**config.mk**
```make
export PLATFORM = sky130hd
export DESIGN_NAME = spike_encoder
export DESIGN_NICKNAME = d
export VERILOG_FILES = /design/src/rtl/spike_encoder.sv
export SDC_FILE = /design/constraint.sdc
export NUM_CORES = 1
export LEC_CHECK = 0
export BUFFER_PORTS_ARGS = -buffer_cell sky130_fd_sc_hd__buf_2
export CORE_AREA = 2 2 151 153
export CTS_BUF_LIST = sky130_fd_sc_hd__clkbuf_4 sky130_fd_sc_hd__clkbuf_8
export CTS_CLUSTER_SIZE = 28
export DETAILED_ROUTE_END_ITERATION = 8
export DIE_AREA = 0 0 153 155
export PLACE_DENSITY = 0.79
export SYNTH_ARGS = -nofsm -noshare
export SYNTH_HDL_FRONTEND = slang
export SYNTH_SLANG_ARGS = --single-unit
export TNS_END_PERCENT = 100
```
**constraint.sdc**
```tcl
create_clock -name clk -period 5.4 [get_ports clk]
set_clock_uncertainty 0.2 [all_clocks]
set_input_delay 1.08 -clock clk [delete_from_list [all_inputs] [get_ports clk]]
set_output_delay 1.08 -clock clk [all_outputs]
set_load 0.03 [all_outputs]
```
**src/rtl/spike_encoder.sv**
```systemverilog
// Rate-coding spike encoder: integrate-and-fire with subtractive reset over a latched window.
// Optional per-channel spike counters are built when SPIKE_ENCODER_COUNT_EN is defined.
module spike_encoder #(
  parameter int unsigned DATA_WIDTH   = 16,
  parameter int unsigned TIMER_WIDTH  = 5,
  parameter int unsigned NUM_CHANNELS = 3
) (
  input  logic                                clk,
  input  logic                                rstn,
  input  logic [TIMER_WIDTH-1:0]              accumulate_interval,
  input  logic [DATA_WIDTH-1:0]               threshold,
  input  logic                                in_valid,
  output logic                                in_ready,
  input  logic [NUM_CHANNELS*DATA_WIDTH-1:0]  in_values,
  output logic [NUM_CHANNELS-1:0]             spikes,
  output logic                                spike_valid,
  output logic                                window_done,
  output logic [NUM_CHANNELS*TIMER_WIDTH-1:0] spike_count
);

  typedef enum logic [0:0] {StIdle, StEncode} state_e;

  state_e                                  state_q, state_d;
  logic [NUM_CHANNELS*DATA_WIDTH-1:0]      values_q, values_d;
  logic [DATA_WIDTH-1:0]                   thresh_q, thresh_d;
  logic [TIMER_WIDTH-1:0]                  len_q, len_d;
  logic [TIMER_WIDTH-1:0]                  timer_q, timer_d;
  logic [NUM_CHANNELS-1:0][DATA_WIDTH-1:0] acc_q, acc_d;
  logic [NUM_CHANNELS-1:0]                 spikes_q, spikes_d;
  logic                                    spike_valid_q, spike_valid_d;
  logic                                    window_done_q, window_done_d;

  logic [NUM_CHANNELS-1:0][DATA_WIDTH:0]   acc_sum, residual;
  logic [NUM_CHANNELS-1:0][DATA_WIDTH-1:0] step_acc;
  logic [NUM_CHANNELS-1:0]                 step_spk;
  logic                                    accept, encoding, last_step;

  assign in_ready  = (state_q == StIdle);
  assign accept    = in_valid && in_ready;
  assign encoding  = (state_q == StEncode);
  assign last_step = encoding && (timer_q == len_q - 1'b1);

  // Accumulator never exceeds threshold-1, so DATA_WIDTH+1 bits cannot overflow.
  always_comb begin
    acc_sum  = '0;
    residual = '0;
    step_acc = '0;
    step_spk = '0;
    for (int unsigned ch = 0; ch < NUM_CHANNELS; ch++) begin
      acc_sum[ch]  = {1'b0, acc_q[ch]} + {1'b0, values_q[ch*DATA_WIDTH +: DATA_WIDTH]};
      residual[ch] = acc_sum[ch] - {1'b0, thresh_q};
      if (thresh_q == '0) begin
        step_spk[ch] = |values_q[ch*DATA_WIDTH +: DATA_WIDTH];
        step_acc[ch] = '0;
      end else if (acc_sum[ch] >= {1'b0, thresh_q}) begin
        step_spk[ch] = 1'b1;
        step_acc[ch] = (residual[ch] >= {1'b0, thresh_q}) ? thresh_q - 1'b1
                                                          : residual[ch][DATA_WIDTH-1:0];
      end else begin
        step_acc[ch] = acc_sum[ch][DATA_WIDTH-1:0];
      end
    end
  end

  always_comb begin
    state_d       = state_q;
    values_d      = values_q;
    thresh_d      = thresh_q;
    len_d         = len_q;
    timer_d       = timer_q;
    acc_d         = acc_q;
    spikes_d      = '0;
    spike_valid_d = 1'b0;
    window_done_d = 1'b0;
    if (accept) begin
      values_d = in_values;
      thresh_d = threshold;
      len_d    = (accumulate_interval == '0) ? TIMER_WIDTH'(1) : accumulate_interval;
      timer_d  = '0;
      acc_d    = '0;
      state_d  = StEncode;
    end else if (encoding) begin
      acc_d         = step_acc;
      spikes_d      = step_spk;
      spike_valid_d = 1'b1;
      timer_d       = timer_q + 1'b1;
      if (last_step) begin
        window_done_d = 1'b1;
        state_d       = StIdle;
      end
    end
  end

  always_ff @(posedge clk) begin
    if (!rstn) begin
      state_q       <= StIdle;
      values_q      <= '0;
      thresh_q      <= '0;
      len_q         <= '0;
      timer_q       <= '0;
      acc_q         <= '0;
      spikes_q      <= '0;
      spike_valid_q <= 1'b0;
      window_done_q <= 1'b0;
    end else begin
      state_q       <= state_d;
      values_q      <= values_d;
      thresh_q      <= thresh_d;
      len_q         <= len_d;
      timer_q       <= timer_d;
      acc_q         <= acc_d;
      spikes_q      <= spikes_d;
      spike_valid_q <= spike_valid_d;
      window_done_q <= window_done_d;
    end
  end

  assign spikes      = spikes_q;
  assign spike_valid = spike_valid_q;
  assign window_done = window_done_q;

`ifdef SPIKE_ENCODER_COUNT_EN
  logic [NUM_CHANNELS-1:0][TIMER_WIDTH-1:0] cnt_q, cnt_d;
  logic [NUM_CHANNELS-1:0][TIMER_WIDTH-1:0] spike_count_q, spike_count_d;

  // Published total includes the last step, so it is taken from the next-state counts.
  always_comb begin
    cnt_d         = cnt_q;
    spike_count_d = spike_count_q;
    if (accept) begin
      cnt_d = '0;
    end else if (encoding) begin
      for (int unsigned ch = 0; ch < NUM_CHANNELS; ch++) begin
        cnt_d[ch] = cnt_q[ch] + {{(TIMER_WIDTH-1){1'b0}}, step_spk[ch]};
      end
      if (last_step) begin
        spike_count_d = cnt_d;
      end
    end
  end

  always_ff @(posedge clk) begin
    if (!rstn) begin
      cnt_q         <= '0;
      spike_count_q <= '0;
    end else begin
      cnt_q         <= cnt_d;
      spike_count_q <= spike_count_d;
    end
  end

  assign spike_count = spike_count_q;
`else
  assign spike_count = '0;
`endif

endmodule

```
==> run_results.csv, run 1 <==
group,metric,value,unit
outcome,status,"finished, violations left",
outcome,failed_checks,"setup timing",
setup_path,worstPathRequired,5.56,ns
cts,clock_sinks,128,
yosys,syn_area_per_cell,8.50,sq um
yosys,synthTopCellsByArea,"dfxtp_1 24%, ha_1 17%, xnor2_1 6.1%",
job,cap_violations,0,
detailed_routing,maxUsedRoutingLayer,"met4",
setup_path,rr_worst_depth,25,
timing,period_share,1.02,
timing,relSlewSlack,0.230,
floorplan,core,22200,sq um
worst_hold_path,hold_depth,2,
timing,rsz0062_at_grt,"yes",
cts,tritoncts,"built",
setup_path,cp.arrival,5.67,ns
layout,n_antenna_cell,0,
timing,worst_slack,-0.106,ns
cts,clkTransAtPathRegs,0.09,ns
grt,antenna_found_initial,0,
layout,areaGrowthSynthToFinish,19.3,%
power,totalPowerFinal,0.00865,W
floorplan,die_h,155,um
yosys,async_reset_ff_frac,0,
timing,hold_ws,0.285,ns
grt,grt_pass1_wl,49700,um
yosys,synth_edf_count,0,
placed_design,dp.final_hpwl,23900,um
yosys,syn_area,10800,sq um
grt,grt_pass1_vias,10000,
detailed_routing,first_iter_violations,954,
yosys,seq_area_frac_synth,0.237,
yosys,synthCells,1273,
detailed_routing,wl_per_cell,19.1,um
setup_path,crit_family,"compound AO/OA/AOI/OAI gates",
detailed_routing,avgViaCountPerCell,6.18,
timing,fmax,182,MHz
detailed_routing,drc,0,
cts,numCtsBuffers,17,
detailed_routing,postRouteAntennaNets,0,
power,cellPowerDensity,670,nW/um^2
grt,grt_max_degree,47,
power,p_leak,5.71,nW
layout,drive_above_1_share,0.215,
detailed_routing,drt_wl_total,32800,um
floorplan,dieArea,23700,sq um
floorplan,rows,55,
grt,grtUsageTotal,0.259,
power,irDropWorstVdd,0.427,mV
timing,hold_viol,0,
detailed_routing,firstDrtPassIters,6,
setup_path,cp.depth,25,
setup_path,crit_buf_inv,3,
timing,worst_pin_slew,1.15,ns
cts,clock_latency,0.47,ns
yosys,synth_top_area_cell,"dfxtp_1",
yosys,ys_seq_elements,128,
detailed_routing,vias,10600,
worst_hold_path,hold_class,"register to register",
placed_design,gp_congestion,1.01,
yosys,synthFlopType,"dfxtp_1",
detailed_routing,wl_met2,15600,um
setup_path,crit_fanout,6,
yosys,yosysUniqueCellTypes,76,
setup_path,path_class,"register to register",
yosys,netlist.area_leader.share,0.237,
floorplan,start_util,0.487,
cts,cts-root-buf,"clkbuf_8",
cts,ctsHoldBuffers,0,
layout,nets,1643,
setup_path,cp-start-kind,"register",
timing,slew_viol_final,0,
setup_path,critPathMaxStageDelay,0.42,ns
setup_path,cp_slowest_cell,"o41a_1",
floorplan,die_x,153,um
detailed_routing,met3_length,2130,um
cts,ctsLongestPathBuffers,2,
timing,setup_viol,7,
grt,gr-total-overflow,0,
detailed_routing,wl_met1,13200,um
yosys,yosysWarnings,0,
floorplan,io_pins,93,
setup_path,endpoint_kind,"register",
placed_design,portBuffers,77,
timing,period_needed,5.51,ns
cts,cts_max_level,4,
[through the flow]
step	cells	TNS, ns	setup slack [ns]	cell area [sq um]	util
after floorplan	1287	0	0.305	10900	-
after global placement	1654	0	0.0491	11800	0.529
after detailed placement	1654	-0.338	-0.0865	11800	0.529
after CTS	1692	0	0.00673	12200	0.550
after global routing	1716	-7.40	-0.397	12900	0.581
final	1716	-0.404	-0.106	12900	0.581
[tightest hold or removal path: cells and delay by family, from the launching register on]
| family | cells | cell delay (ns) |
|---|---|---|
| AND/OR/NAND/NOR | 1 | 0.06 |
| flip-flops | 1 | 0.33 |
| AO/OA/AOI/OAI | 1 | 0.05 |
[timing repair]
action,4_1_cts,5_1_grt
endpoints found under the hold margin,0,0
gates cloned,0,1
setup endpoints to repair,8,48
setup buffers,6,23
gates resized for setup,5,106
pin swaps,11,66
[report_power, final]
group          internal [W]  switching [W]
logic               0.00305        0.00353
clock network      0.000388       0.000448
registers           0.00110       0.000124
[cells by family (layout without fill, tap and decap cells)]
kind of cell,count (synthesis),count (layout),share of synthesized area
fa+ha+maj,153,153,0.181
buf+inv,109,253,0.0478
simple gates,310,310,0.144
other cells,1,15,0.000347
mux,27,27,0.0252
xor+xnor,106,106,0.0858
flops,128,128,0.237
compound gates,439,439,0.279
[Yosys cell counts (17+ instances only)]
cell type and number:
a21o_1 24, a21oi_1 87, a22o_1 52, a22oi_1 36
clkbuf_1 23, dfxtp_1 128, ha_1 147, inv_1 57
mux2i_1 25, nand2_1 72, nand2b_1 22, nand3_1 19
nand4_1 28, nor2_1 83, nor2b_1 17, o21a_1 25
o21ai_0 102, xnor2_1 75, xor2_1 31
[state kept, by name, indices dropped and copies added (netlist names)]
name	cells
acc_q	48
encoding	1
len_q	5
spike_valid	1
spikes	3
thresh_q	16
timer_q	5
values_q	48
window_done	1
[routing by layer]
layer / GRT usage / vias up
met1: 0.309 / 4995
li1: - / 5045
met5: 0 / -
met2: 0.444 / 432
met4: 0.151 / 0
met3: 0.0418 / 129
[worst paths after layout]
check	startpoint	to	slack [ns]
worst min-delay path	acc_q[11]	acc_q[11]	0.29
worst max register to register	values_q[0]	acc_q[7]	-0.11
worst min register to register	acc_q[11]	acc_q[11]	0.29
worst max-delay path	values_q[0]	acc_q[7]	-0.11
[layout make-up]
| type | count | area, sq um |
|---|---|---|
| clock inverter | 13 | 129 |
| multi-input combinational | 1050 | 8290 |
| sequential | 128 | 2570 |
| fill | 1848 | 9320 |
| timing repair buffer | 164 | 1100 |
| inverter | 57 | 214 |
| tap | 285 | 357 |
| clock buffer | 19 | 255 |
[layout by cell type (no fill, tap or decap), types with 15 or more instances in the layout]
master,n
conb_1,15
nand2_1,68
buf_4,79
mux2i_1,24
xnor2_1,69
buf_2,77
nor4_1,15
a22oi_1,36
nand2b_1,21
a22o_1,52
xor2_1,29
nand3_1,19
a21oi_1,73
ha_1,129
dfxtp_1,122
inv_1,56
clkbuf_8,18
nor2b_1,15
o21a_1,25
nand4_1,28
nor2_1,77
a21o_1,24
o21ai_0,93
Note: power is estimated with default switching activity, not from simulation.
==> run 2: changes to the inputs <==
- ABC_AREA: unset -> 1
- CORE_AREA: 2 2 151 153 -> 2 2 161 163
- DIE_AREA: 0 0 153 155 -> 0 0 163 165
==> run_results.csv, run 2 <==
group,metric,value,unit
cts,clock_latency,0.49,ns
yosys,syn_area,12400,sq um
grt,antenna_found_initial,0,
detailed_routing,vias,12900,
setup_path,cp_slowest_cell,"fa_1",
layout,top_regs,"acc_q: 48 flops, values_q: 48 flops, thresh_q: 16 flops",
cts,cts-root-buf,"clkbuf_8",
power,pwr-share-seq,0.159,
placed_design,dp.final_hpwl,29600,um
placed_design,gp_congestion,0.990,
placed_design,dp_cells,2247,
timing,rsz0062_at_grt,"yes",
layout,final_common_cell,"nand2_1",
timing,period_share,0.946,
floorplan,dieArea,26900,sq um
layout,instances_no_fill,2289,
setup_path,rrSetupSlack,0.29,ns
setup_path,endpoint_kind,"register",
detailed_routing,drc,0,
power,power_switching,0.00387,W
cts,clkTransAtPathRegs,0.09,ns
layout,final_util,0.538,
floorplan,rows,58,
cts,ctsHoldBuffers,0,
yosys,synthFlopType,"dfxtp_1",
setup_path,critical_path.most_common_cell,"nand2_1",
cts,tritoncts,"built",
grt,gr-total-overflow,0,
placed_design,portBuffers,77,
grt,grt_pass1_wl,59300,um
setup_path,worstPathRequired,5.52,ns
timing,fmax,196,MHz
cts,ctsLongestPathBuffers,2,
timing,period_needed,5.11,ns
setup_path,cp.arrival,5.23,ns
detailed_routing,drt_wl_total,37900,um
cts,numCtsBuffers,17,
yosys,ys_seq_elements,128,
yosys,yosysUniqueCellTypes,52,
yosys,netlist.area_leader.share,0.207,
layout,areaGrowthSynthToFinish,8.96,%
detailed_routing,firstDrtPassIters,6,
timing,hold_ws,0.275,ns
floorplan,io_pins,93,
yosys,synth_top_area_cell,"dfxtp_1",
timing,worst_pin_slew,0.884,ns
power,switching_share,0.547,
setup_path,crit_fanout,9,
cts,clock_sinks,128,
timing,hold_viol,0,
power,p_leak,6.79,nW
timing,slew_viol_final,0,
setup_path,crit_family,"adder cells",
job,cap_violations,0,
worst_hold_path,hold_depth,2,
layout,nets,2168,
detailed_routing,postRouteAntennaNets,0,
yosys,yosysWarnings,0,
grt,grt_pass1_vias,11800,
yosys,synth_edf_count,0,
worst_hold_path,hold_class,"register to register",
layout,design_area,13500,sq um
power,internal-power,0.00321,W
power,irDropWorstVdd,0.347,mV
layout,layout_common_cells,"449 x nand2_1, 253 x nand3_1, 203 x inv_1",
outcome,status,"complete, no violations",
yosys,synthCells,1881,
yosys,synthTopCellsByArea,"dfxtp_1 21%, ha_1 15%, nand2_1 14%",
layout,drive_above_1_share,0.113,
floorplan,start_util,0.494,
floorplan,die_h,165,um
timing,setup_viol,0,
power,cellPowerDensity,526,nW/um^2
floorplan,core,25000,sq um
yosys,synth_commonest_cells,"453 x nand2_1, 253 x nand3_1, 203 x inv_1",
yosys,synth.most_common_cell,"nand2_1",
detailed_routing,first_iter_violations,1168,
setup_path,cp-start-kind,"register",
detailed_routing,avgViaCountPerCell,5.65,
setup_path,crit_buf_inv,4,
yosys,syn_area_per_cell,6.57,sq um
grt,grt_max_degree,78,
cts,cts_max_level,4,
setup_path,rr_worst_depth,26,
setup_path,path_class,"register to register",
power,combPwrFrac,0.719,
worst_hold_path,holdCritStartpoint,"acc_q[12]",
placed_design,placed_area,12900,sq um
grt,grtUsageTotal,0.280,
detailed_routing,wl_per_cell,16.6,um
floorplan,die_x,163,um
timing,relSlewSlack,0.409,
setup_path,regToRegEndpoint,"acc_q[0]",
setup_path,r2r-start,"acc_q[0]",
power,pwr-share-clk,0.122,
setup_path,critPathMaxStageDelay,0.41,ns
yosys,seq_area_frac_synth,0.207,
power,totalPowerFinal,0.00708,W
yosys,async_reset_ff_frac,0,
worst_hold_path,min_to,"acc_q[12]",
-- run 2: cell count changes after synthesis, moves of 12 or more --
cell      change
nor2b_1      -17
o21a_1       -25
a22o_1       -52
xnor2_1      -56
mux2i_1      -25
o211ai_1     -12
a21oi_1      +61
a22oi_1      -36
inv_1       +146
nand2b_1     -22
nand2_1     +381
or2_2        +23
nand3_1     +234
xor2_1       +38
-- run 2: worst max-delay path by stage --
stage | start | to | slack (ns) | cells past startpoint
2_1_floorplan | values_q[0] | acc_q[11] | 1.07 | 28
3_3_place_gp | values_q[0] | acc_q[0] | 0.23 | 26
3_5_place_dp | acc_q[0] | acc_q[0] | 0.13 | 26
4_1_cts | acc_q[0] | acc_q[0] | 0.1 | 26
5_1_grt | acc_q[0] | acc_q[0] | -0.02 | 25
6_report | acc_q[0] | acc_q[0] | 0.29 | 26
-- run 2: cell families (layout without fill, tap and decap cells) --
family	count (synthesis)	in the layout	share of synthesized area
adder cells (fa/ha/maj)	153	153	0.158
other	1	18	0.000303
buffers and inverters	283	343	0.0964
XOR/XNOR	88	88	0.0623
AO/OA/AOI/OAI	304	304	0.136
AND/OR/NAND/NOR	924	925	0.339
flip-flops	128	128	0.207
-- run 2: repair_timing --
item	CTS	global route
setup endpoints to repair	0	47
buffers inserted	0	6
gates resized for setup	0	14
-- run 2: area by class of cell --
class | instances | area [sq um]
Tap cell | 330 | 413
Multi-Input combinational cell | 1485 | 8740
Fill cell | 2481 | 11600
Antenna cell | 3 | 7.51
Sequential cell | 128 | 2560
Clock buffer | 17 | 234
Clock inverter | 15 | 163
Timing Repair Buffer | 96 | 541
Inverter | 215 | 807
-- run 2: worst reg2reg max path: stages, from the launching register on --
cell and delay, ns:
dfxtp_1 0.35, ha_1 0.19, inv_1 0.08, fa_1 0.42
o21ai_2 0.21, nand2_1 0.09, nand2_1 0.15, nand2_1 0.11
o21bai_2 0.16, xnor2_2 0.17, inv_1 0.09, ha_1 0.35
nand2_1 0.10, o21ai_0 0.26, a21oi_1 0.09, xnor2_1 0.30
ha_1 0.31, inv_1 0.09, nor3_1 0.05, a211oi_1 0.22
nand2_1 0.10, nand2_2 0.20, nand3_2 0.22, nand2_1 0.11
inv_1 0.04, o21bai_1 0.22, a21oi_1 0.10
-- run 2: stage by stage --
step / TNS, ns / setup WS [ns]
finish: 0 / 0.293
global route: -0.0164 / -0.0164
CTS: 0 / 0.0988
detailed placement: 0 / 0.129
global placement: 0 / 0.230
floorplan: 0 / 1.07
-- run 2: power groups by stage --
stage / registers [W] / logic (W) / clock network, W
after floorplan: 0.00112 / 0.00381 / 0
after global placement: 0.00115 / 0.00469 / 0
after detailed placement: 0.00115 / 0.00478 / 0
after CTS: 0.00112 / 0.00482 / 0.000864
after global routing: 0.00114 / 0.00565 / 0.000906
final: 0.00113 / 0.00509 / 0.000864
-- run 2: routing by layer --
metal,vias up,track usage,wire [um]
li1,6397,-,-
met1,5936,0.371,16700
met2,498,0.446,17100
met3,99,0.0527,2770
met4,0,0.118,1390
met5,-,0,0
==> run 3: changes to the inputs <==
- CELL_PAD_IN_SITES_DETAIL_PLACEMENT: unset -> 0
- CELL_PAD_IN_SITES_GLOBAL_PLACEMENT: unset -> 1
- CORE_AREA: 2 2 161 163 -> 2 2 177 179
- DIE_AREA: 0 0 163 165 -> 0 0 179 181
- PLACE_DENSITY: 0.79 -> 0.88
==> run_results.csv, run 3 (synthesis gave the netlist of run 2 again) <==
group,metric,value,unit
timing,fmax,199,MHz
cts,tritoncts,"built",
floorplan,start_util,0.407,
power,internal-power,0.00327,W
detailed_routing,postRouteAntennaNets,0,
detailed_routing,first_iter_violations,977,
cts,clkTransAtPathRegs,0.09,ns
detailed_routing,drc,0,
power,power_switching,0.00383,W
power,pwr-share-clk,0.125,
floorplan,dieArea,32400,sq um
setup_path,r2r-start,"values_q[0]",
power,irDropWorstVdd,0.251,mV
setup_path,endpoint_kind,"register",
cts,clock_latency,0.48,ns
detailed_routing,firstDrtPassIters,5,
grt,grtUsageTotal,0.246,
grt,grt_max_degree,72,
detailed_routing,drt_wl_total,39700,um
floorplan,rows,64,
setup_path,cp_slowest_cell,"fa_1",
timing,setup_viol,0,
cts,clock_sinks,128,
timing,worst_slack,0.372,ns
power,pwr-share-seq,0.159,
grt,grt_pass1_wl,62400,um
detailed_routing,vias,12600,
setup_path,cp-start-kind,"register",
layout,fillers,3191,
placed_design,dp_slack,0.192,ns
layout,final_util,0.446,
layout,final_common_cell,"nand2_1",
grt,grt_pass1_vias,11600,
timing,relSlewSlack,0.385,
cts,cts-root-buf,"clkbuf_8",
timing,period_needed,5.03,ns
grt,antenna_found_initial,0,
layout,seq_area,2560,sq um
setup_path,regToRegEndpoint,"acc_q[14]",
cts,cts_max_level,4,
setup_path,rr_worst_depth,28,
placed_design,dp_cells,2320,
setup_path,rrSetupSlack,0.37,ns
setup_path,worstPathRequired,5.54,ns
layout,multi_input_area,8700,sq um
timing,slew_viol_final,0,
detailed_routing,avgViaCountPerCell,5.36,
placed_design,dp.final_hpwl,31500,um
worst_hold_path,holdCritStartpoint,"acc_q[14]",
power,switching_share,0.540,
grt,gr-total-overflow,0,
timing,period_share,0.931,
floorplan,core,30300,sq um
worst_hold_path,hold_class,"register to register",
layout,top_regs,"acc_q: 48 flops, values_q: 48 flops, thresh_q: 16 flops",
worst_hold_path,min_to,"acc_q[14]",
cts,ctsHoldBuffers,0,
timing,hold_ws,0.275,ns
layout,layout_common_cells,"449 x nand2_1, 253 x nand3_1, 203 x inv_1",
floorplan,io_pins,93,
layout,nets,2172,
setup_path,critPathMaxStageDelay,0.41,ns
job,cap_violations,0,
setup_path,critical_path.most_common_cell,"nand2_1",
power,totalPowerFinal,0.00710,W
power,cellPowerDensity,525,nW/um^2
placed_design,gp_congestion,0.952,
worst_hold_path,hold_depth,2,
layout,instances_no_fill,2356,
outcome,status,"complete, no violations",
layout,n_antenna_cell,0,
layout,areaGrowthSynthToFinish,9.44,%
power,p_leak,6.80,nW
placed_design,portBuffers,77,
floorplan,die_h,181,um
detailed_routing,wl_per_cell,16.9,um
layout,drive_above_1_share,0.111,
setup_path,path_class,"register to register",
setup_path,cp.arrival,5.17,ns
cts,numCtsBuffers,17,
floorplan,die_x,179,um
timing,worst_pin_slew,0.920,ns
cts,ctsLongestPathBuffers,2,
power,combPwrFrac,0.716,
setup_path,crit_fanout,10,
timing,hold_viol,0,
==> run 3: cell count changes in the layout (fill, tap and decap cells not counted), sizes merged, moves of 2 or more <==
cell and change:
buf +4, diode -3, inv -2, bufinv +2
==> run 3: final cells by class <==
type | instances | area share
Clock inverter | 14 | 0.0110
Clock buffer | 18 | 0.0183
Timing Repair Buffer | 100 | 0.0422
Sequential cell | 128 | 0.189
Multi-Input combinational cell | 1485 | 0.643
Inverter | 215 | 0.0596
Tap cell | 396 | 0.0366
==> run 3: power by group through the flow <==
stage	Clock (W)	Sequential [W]	Combinational (W)
after CTS	0.000906	0.00113	0.00495
after global placement	0	0.00115	0.00489
after global routing	0.000952	0.00114	0.00568
after detailed placement	0	0.00115	0.00493
after floorplan	0	0.00112	0.00381
final	0.000889	0.00113	0.00508
==> run 3: routing by layer <==
| layer | vias up | part of all wire | global-route usage |
|---|---|---|---|
| met4 | 0 | 0.020 | 0.0699 |
| met1 | 5814 | 0.47 | 0.345 |
| li1 | 6408 | - | - |
| met5 | - | 0 | 0 |
| met3 | 46 | 0.062 | 0.0459 |
| met2 | 366 | 0.45 | 0.384 |
==> run 3: worst max path at each step <==
| stage | start | end | slack, ns | depth (start not counted) |
|---|---|---|---|---|
| finish | values_q[0] | acc_q[14] | 0.37 | 28 |
| CTS | values_q[0] | acc_q[2] | 0.15 | 28 |
| global route | values_q[0] | acc_q[6] | -0.01 | 27 |
| global placement | values_q[0] | acc_q[14] | 0.12 | 29 |
| floorplan | values_q[0] | acc_q[11] | 1.07 | 28 |
| detailed placement | values_q[0] | acc_q[2] | 0.19 | 28 |
==> run 3: repair_timing <==
| item | CTS | global route |
|---|---|---|
| gates resized for setup | 0 | 6 |
| setup endpoints to repair | 0 | 32 |
| buffers inserted | 0 | 3 |
| endpoints found under the hold margin | 0 | 0 |
==> run 3: through the flow <==
stage               cell area [sq um]  setup TNS [ns]
detailed placement              13100               0
CTS                             13500               0
finish                          13500               0
global route                    13500         -0.0110
floorplan                       12400               0
global placement                13100               0
==> run 3: critical path, delay by kind of cell, from the launching register on <==
kind / cells / cell delay, ns
buffers and inverters: 4 / 0.43
XOR/XNOR: 1 / 0.16
adder cells (fa/ha/maj): 4 / 1.27
AND/OR/NAND/NOR: 12 / 1.40
AO/OA/AOI/OAI: 7 / 1.08
flip-flops: 1 / 0.36
